`config.mk`:
```
export PLATFORM = sky130hd
export DESIGN_NAME = cdb_arbiter
export DESIGN_NICKNAME = d
export VERILOG_FILES = /design/src/rtl/cdb_arbiter.sv
export SDC_FILE = /design/constraint.sdc
export NUM_CORES = 2
export LEC_CHECK = 0
export ABC_AREA = 1
export CAP_MARGIN = 10
export CORE_ASPECT_RATIO = 0.6
export CORE_UTILIZATION = 25
export CTS_CLUSTER_SIZE = 25
export DETAILED_ROUTE_END_ITERATION = 8
export PLACE_DENSITY = 0.41
export SYNTH_ARGS = -nofsm -noshare
export SYNTH_HDL_FRONTEND = slang
export SYNTH_SLANG_ARGS = --single-unit
```
`constraint.sdc`:
```
create_clock -name clk -period 67.3 [get_ports clk]
set_input_delay 13.46 -clock clk [delete_from_list [all_inputs] [get_ports clk]]
set_output_delay 13.46 -clock clk [all_outputs]
set_load 0.05 [all_outputs]
```
`src/rtl/cdb_arbiter.sv`:
```
// Common data bus arbiter: round-robin grant of one FU result per cycle into a registered
// broadcast, with a one-entry holding buffer per FU. Define CDB_ARB_BR_PRIO_EN to give the branch FU fixed priority.
package cdb_pkg;
  typedef struct packed {
    logic        valid;
    logic [5:0]  rob_idx;
    logic [6:0]  pd_s;
    logic [4:0]  rd_s;
    logic [31:0] rd_v;
    logic [31:0] inst;
    logic [31:0] pc;
  } cdb_t;
endpackage

// One requester lane: holding buffer plus candidate selection (held result is older, so it goes first).
module cdb_hold_slot
  import cdb_pkg::*;
(
  input  logic clk,
  input  logic rst,
  input  logic flush,
  input  logic req_valid,
  input  cdb_t req_cdb,
  input  logic win,
  output logic hold_v,
  output logic cand_v,
  output cdb_t cand
);
  cdb_t hold;

  assign cand_v = hold_v | req_valid;
  assign cand   = hold_v ? hold : req_cdb;

  always_ff @(posedge clk or posedge rst) begin
    if (rst) begin
      hold_v <= 1'b0;
      hold   <= '0;
    end else if (flush) begin
      hold_v <= 1'b0;
    end else if (win) begin
      // Draining the buffer frees it; a same-cycle new result refills it.
      if (hold_v) begin
        hold_v <= req_valid;
        if (req_valid) hold <= req_cdb;
      end
    end else if (req_valid && !hold_v) begin
      hold_v <= 1'b1;
      hold   <= req_cdb;
    end
  end
endmodule

module cdb_arbiter
  import cdb_pkg::*;
#(
  parameter int NUM_REQ = 5,
  parameter int BR_IDX  = 3
) (
  input  logic               clk,
  input  logic               rst,
  input  logic               flush,
  input  logic [NUM_REQ-1:0] req_valid,
  input  cdb_t [NUM_REQ-1:0] req_cdb,
  output logic [NUM_REQ-1:0] stall,
  output logic [NUM_REQ-1:0] grant,
  output cdb_t               cdb_out
);
  localparam int PTR_W = (NUM_REQ > 1) ? $clog2(NUM_REQ) : 1;
  typedef logic [PTR_W-1:0]   ptr_t;
  typedef logic [NUM_REQ-1:0] req_t;

`ifdef CDB_ARB_BR_PRIO_EN
  localparam bit BR_PRIO = 1'b1;
`else
  localparam bit BR_PRIO = 1'b0;
`endif

  req_t hold_v, cand_v, win_oh;
  cdb_t cand [NUM_REQ];
  ptr_t rr_ptr, win_idx;
  logic win_found;

  for (genvar g = 0; g < NUM_REQ; g++) begin : g_lane
    cdb_hold_slot u_slot (
      .clk      (clk),
      .rst      (rst),
      .flush    (flush),
      .req_valid(req_valid[g]),
      .req_cdb  (req_cdb[g]),
      .win      (win_oh[g]),
      .hold_v   (hold_v[g]),
      .cand_v   (cand_v[g]),
      .cand     (cand[g])
    );
  end

  assign stall = hold_v;

  always_comb begin
    int idx;
    win_found = 1'b0;
    win_idx   = '0;
    idx       = 0;
    for (int k = 0; k < NUM_REQ; k++) begin
      idx = int'(rr_ptr) + k;
      if (idx >= NUM_REQ) idx = idx - NUM_REQ;
      if (!win_found && cand_v[idx]) begin
        win_found = 1'b1;
        win_idx   = ptr_t'(idx);
      end
    end
    if (BR_PRIO && cand_v[BR_IDX]) begin
      win_found = 1'b1;
      win_idx   = ptr_t'(BR_IDX);
    end
    win_oh = win_found ? (req_t'(1) << win_idx) : '0;
  end

  always_ff @(posedge clk or posedge rst) begin
    if (rst) begin
      cdb_out <= '0;
      grant   <= '0;
      rr_ptr  <= '0;
    end else if (flush) begin
      cdb_out <= '0;
      grant   <= '0;
    end else if (win_found) begin
      cdb_out       <= cand[win_idx];
      cdb_out.valid <= 1'b1;
      grant         <= win_oh;
      // Branch grants under fixed priority leave the rotation untouched.
      if (!(BR_PRIO && win_idx == ptr_t'(BR_IDX)))
        rr_ptr <= (win_idx == ptr_t'(NUM_REQ - 1)) ? '0 : win_idx + ptr_t'(1);
    end else begin
      cdb_out <= '0;
      grant   <= '0;
    end
  end

  // A new result arriving while the lane's buffer is full and not draining is lost.
  a_no_overrun: assert property (@(posedge clk) disable iff (rst || flush)
    (req_valid & hold_v & ~win_oh) == '0);
endmodule
```
Word-level counts from Yosys, hierarchy flattened. Cells that the tools add are included.

Add/sub/neg operators: 10. Order comparisons: 11. Equal/unequal tests: 11. Shift operators: 1. Multiplexer cells: 84. Bitwise operators: 7. Reductions and logical operators: 34.

Operator list (count): 115-bit two-way mux (27); 115-bit binary-select mux with 3-bit select (1); 114-bit two-way mux (2); 32-bit by 5-bit < comparator with 1-bit output, second input constant (5); 32-bit two-way mux (5); 1-bit two-way mux (35); 4-bit AND reduction (5); 4-bit by 3-bit subtractor with 5-bit output, second input constant (4); 3-bit two-way mux (6); 4-bit by 3-bit greater-or-equal comparator with 1-bit output, second input constant (4); 1-bit binary-select mux with 3-bit select (5); 5-bit two-way mux (3); 3-bit nonzero test (5); 2-bit by 1-bit != test with 1-bit output, second input constant (5); 2-bit != test, second input constant (5); 2-bit nonzero test (5); 1-bit logical AND (9); 1-bit logical NOT (9); 3-bit by 2-bit adder with 4-bit output, second input constant (2); 1-bit bitwise OR (5); 1-bit by 3-bit << shifter with 5-bit output, first input constant (1); 3-bit by 1-bit adder with 4-bit output, second input constant (1); 3-bit by 3-bit adder with 4-bit output, second input constant (1); 4-bit greater-or-equal comparator, second input constant (1); other kinds (7) (7).

Flip-flop bits (word level): 703. Output and inout bits: 125. Word-level logic and storage cells: 207.

Logic depth before layout (Yosys ltp).
Depth in word-level cells: 24. Depth in mapped cells: 31. Mapped depth without buffers: 26.

By module. Synthesis repeated with hierarchy kept, for this count alone.

Cell total of the unflattened synthesis: 6141. Area total of the unflattened synthesis: 40446.3 um^2.

Modules (own cells, without submodules): cdb_hold_slot (instances 5, cells each 878, area an instance 5952.0 um^2); cdb_arbiter (instances 1, cells each 1751, area an instance 10686.5 um^2).

Worst setup path after synthesis. OpenSTA, ideal clock, no wires.

Path type: input to register. From: input req_valid[2]. To: register g_lane[3].u_slot.hold[101] (netlist bit). Data arrival time: 16.051 ns. Data required time: 67.170 ns. Path slack: 51.119 ns. Cell stages on the path: 21. Buffers on the path: 4. Cell sequence: nor2_1 > nand2_1 > nand3_1 > nand3_1 > nand2_1 > nand3_2 > nor2_4 > nand4_1 > nand3_2 > buf_6 > nand2_1 > inv_2 > buf_2 > ha_1 > nand2_1 > a21oi_1 > o211ai_1 > buf_2 > buf_4 > nand2_1 > o21ai_0.

Word-level cells in the longest chain between the ends: 21.

Ends and longest elaborated chain: from (decl) (line 62) `input logic [NUM_REQ-1:0] req_valid,`; 1-bit bitwise OR * (line 31) `assign cand_v = hold_v | req_valid;`; 1-bit binary-select mux with 3-bit select (line 107) `if (!win_found && cand_v[idx]) begin`; 1-bit two-way mux (not written as such) (2 in a row) (line 107); 1-bit two-way mux (line 107); 1-bit logical NOT (line 107); 1-bit logical AND (line 107); 1-bit two-way mux (line 107); 1-bit logical NOT (line 107); (+4 left out); 1-bit two-way mux (line 107); 1-bit logical NOT (line 107); 1-bit logical AND (line 107); 3-bit two-way mux (line 107); 1-bit by 3-bit << shifter with 5-bit output (line 116) `win_oh = win_found ? (req_t'(1) << win_idx) : '0;`; 5-bit two-way mux * (line 116); 2-bit by 1-bit != test with 1-bit output (no line) (tied with other cells); 4-bit AND reduction (no line); to (signal assigned) (line 44) `if (req_valid) hold <= req_cdb;`; to (signal assigned) (line 48) `hold <= req_cdb;`; to (decl) (line 29) `cdb_t hold;`.

Every way passes the cells marked *; elsewhere a longest branch is shown, timed or not. The select of a mux whose other input is x is not followed. A chain may end at the register's enable or synchronous reset.

Final worst setup path.
From: input req_valid[2]. To: register g_lane[0].u_slot.hold[66] (netlist bit).

Word-level cells in the longest chain between the ends: 21.

Ends and longest elaborated chain (line): 1-bit bitwise OR * (31); 1-bit binary-select mux with 3-bit select (107); 1-bit two-way mux (not written as such) (2 in a row) (107); 1-bit two-way mux (107); 1-bit logical NOT (107); 1-bit logical AND (107); 1-bit two-way mux (107); 1-bit logical NOT (107); (+4 left out); 1-bit two-way mux (107); 1-bit logical NOT (107); 1-bit logical AND (107); 3-bit two-way mux (107); 1-bit by 3-bit << shifter with 5-bit output (116); 5-bit two-way mux * (116); 2-bit by 1-bit != test with 1-bit output (no line) (tied with other cells); 4-bit AND reduction (no line); to (signal assigned) (44); to (signal assigned) (48); to (decl) (29).

Marks and branches as above.

==> impl_metrics.json <==
{
  "skew_ns": 0.03030,
  "synth_seq_cells": 698,
  "die_w_um": 496.9,
  "cp-end-kind": "flop",
  "ys_warn_count": 0,
  "report.final.hold_viol_count": 0,
  "final_core_util": 0.3293,
  "final_cell_mix": "1289 x nand2_1, 840 x o21ai_0, 702 x clkdlybuf4s50_1",
  "critical_path_required_ns": 67.85,
  "synth_seq_area_share": 0.4755,
  "numPortBuffers": 702,
  "rsz0062_at_grt": "no",
  "yosysTopAreaCell": "dfrtp_1",
  "critPathArrivalTime_ns": 19.74,
  "grt_max_degree": 230,
  "areaGrowthSynthToFinish_pct": 30.12,
  "htreeDepth": 3,
  "insertion_delay_ns": 0.67,
  "start_util": 0.2531,
  "clock_path_buffers": 3,
  "cp_max_fo": 65,
  "grt_util_all_layers": 0.2477,
  "core_sq_um": 145100,
  "synth_edf_count": 0,
  "outcome": "finished clean",
  "cts_tree": "done",
  "cap_violations": 0,
  "ys_types": 37,
  "grt_pass1_wl_mm": 259.4,
  "postSynthAreaPerCell_sq_um": 7.375,
  "wirelength_mm": 188.3,
  "drive_gt1_frac": 0.04979,
  "period_share": 0.2852,
  "max_slew_margin": 0.1830,
  "holdBufCountCts": 0,
  "dp.cells": 7281,
  "grt_pass1_vias": 32870,
  "yosysTopAreaCellShare": 0.4755,
  "drtIter0Drc": 3723,
  "cts_made_buffers": 82,
  "die_area_sq_um": 148500,
  "synth_nets": 5578,
  "finalNonFillerCells": 7473,
  "core.rowCount": 108,
  "clk_pin_slew_worst_paths_ns": 0.06,
  "viasPerCell": 4.849,
  "fmax_mhz": 52.10,
  "critPathLaunchType": "primary input",
  "root_buffer": "clkbuf_16",
  "design.portCount": 708,
  "criticalPathCategory": "in2reg",
  "postCtsSetupBuffers": 0,
  "setup_viol": 0,
  "cts_resized": 0,
  "synth-main-ff-cell": "dfrtp_1",
  "tns_ns": 0,
  "drtAntennaViolNets": 0,
  "async_reset_ff_frac": 1.000,
  "finalCriticalPeriod_ns": 19.19,
  "antenna_found_initial": 84,
  "syn_area_sq_um": 36730,
  "holdCritPathClass": "reg2reg",
  "syn_inst": 4981,
  "max_slew.worst_pin.slew_ns": 1.220,
  "hpwl_mm": 136.4,
  "die_h_um": 298.9,
  "vias": 36240,
  "wl_per_cell_um": 25.19,
  "gp_congestion": 0.9214,
  "mostFrequentLayoutCell": "nand2_1",
  "yosys-top-cells-area": "dfrtp_1 48%, nand2_1 13%, o21ai_0 11%",
  "grt.overflow.total": 0,
  "clock-sinks": 698,
  "timing.final.max_slew_violations": 0,
  "drcViolationCount": 0,
  "drt_pre_antenna_iters": 6,
  "nets": 6039
}
## synth_stat cells (52+ instances only)
cell type	n
inv_1	492
nor2_1	297
nand2_1	1291
or2_2	64
nand4_1	123
o21ai_1	311
buf_2	93
o211ai_1	52
clkbuf_1	233
o21ai_0	840
nand3_1	333
dfrtp_1	698
## kinds of logic after synthesis
| family | after synthesis | synth area share |
|---|---|---|
| AOI/OAI and AO/OA | 1261 | 0.1781 |
| xor gates and xnor gates | 2 | 0.0006814 |
| adders and majority gates | 14 | 0.004769 |
| buffers and inverters | 876 | 0.09653 |
| DFF | 698 | 0.4755 |
| and+or+nand+nor | 2130 | 0.2444 |
## per-layer routing
layer	vias to the layer above	wire length (um)	GRT usage
met5	-	197	0
met1	17620	95400	0.3878
met4	32	3820	0.06875
met3	207	19000	0.09245
li1	17150	-	-
met2	1227	69850	0.3021
## path summary, 6_finish.rpt
path / start / to / slack [ns] / cells past startpoint
setup / recovery: req_valid[2] / g_lane[0].u_slot.hold[66] / 48.11 / 19
hold / removal: g_lane[0].u_slot.hold[33] / g_lane[0].u_slot.hold[33] / 0.47 / 2
setup reg to reg: rr_ptr[0] / g_lane[0].u_slot.hold[66] / 59.73 / 20
hold reg to reg: g_lane[0].u_slot.hold[33] / g_lane[0].u_slot.hold[33] / 0.47 / 2
max in group asynchronous: rst / g_lane[4].u_slot.hold[40] / 51.10 / 5
min in group asynchronous: rst / g_lane[2].u_slot.hold[21] / 13.22 / 2
## through the flow
step / setup WS (ns) / hold WS (ns) / area [sq um]
finish: 48.11 / 0.4708 / 47800
global route: 47.80 / 0.4894 / 47760
CTS: 48.13 / 0.4733 / 47670
detailed placement: 47.38 / 0.4586 / 45020
global placement: 47.33 / 0.4542 / 45020
floorplan: 34.27 / 0.4426 / 36730
## worst max-delay path, cell delays in order
cell,delay (ns)
clkdlybuf4s50_1,0.43
nor2_1,0.63
nand2_1,0.13
nand3_1,0.11
nand3_1,0.08
nand2_1,0.17
inv_1,0.09
nand2_1,0.08
nand2_1,0.08
nor2_1,0.20
nand3_4,0.62
nor2_4,0.27
buf_4,0.53
nand2_1,0.21
nand2_4,0.70
nand3_4,0.87
buf_4,0.72
nand2_1,0.18
nand2_1,0.06
## registers in the layout, summed over array words and instances, names as in the netlist
signal / count
grant: 5
g_lane.u_slot.hold_v: 5
cdb_out: 115
rr_ptr: 3
g_lane.u_slot.hold: 570
## layout make-up
cell class / count / area (sq um)
well taps: 1925 / 2409
fillers: 15440 / 97330
clock inverters: 24 / 267.8
inverters: 502 / 1919
repair buffers: 751 / 7432
flip-flops and latches: 698 / 17470
clock buffers: 121 / 2381
multi-input cells: 3407 / 15800
diodes: 45 / 112.6
Power is not shown: default switching activity piles up to over one toggle a cycle in this logic, so the estimate is an artifact.
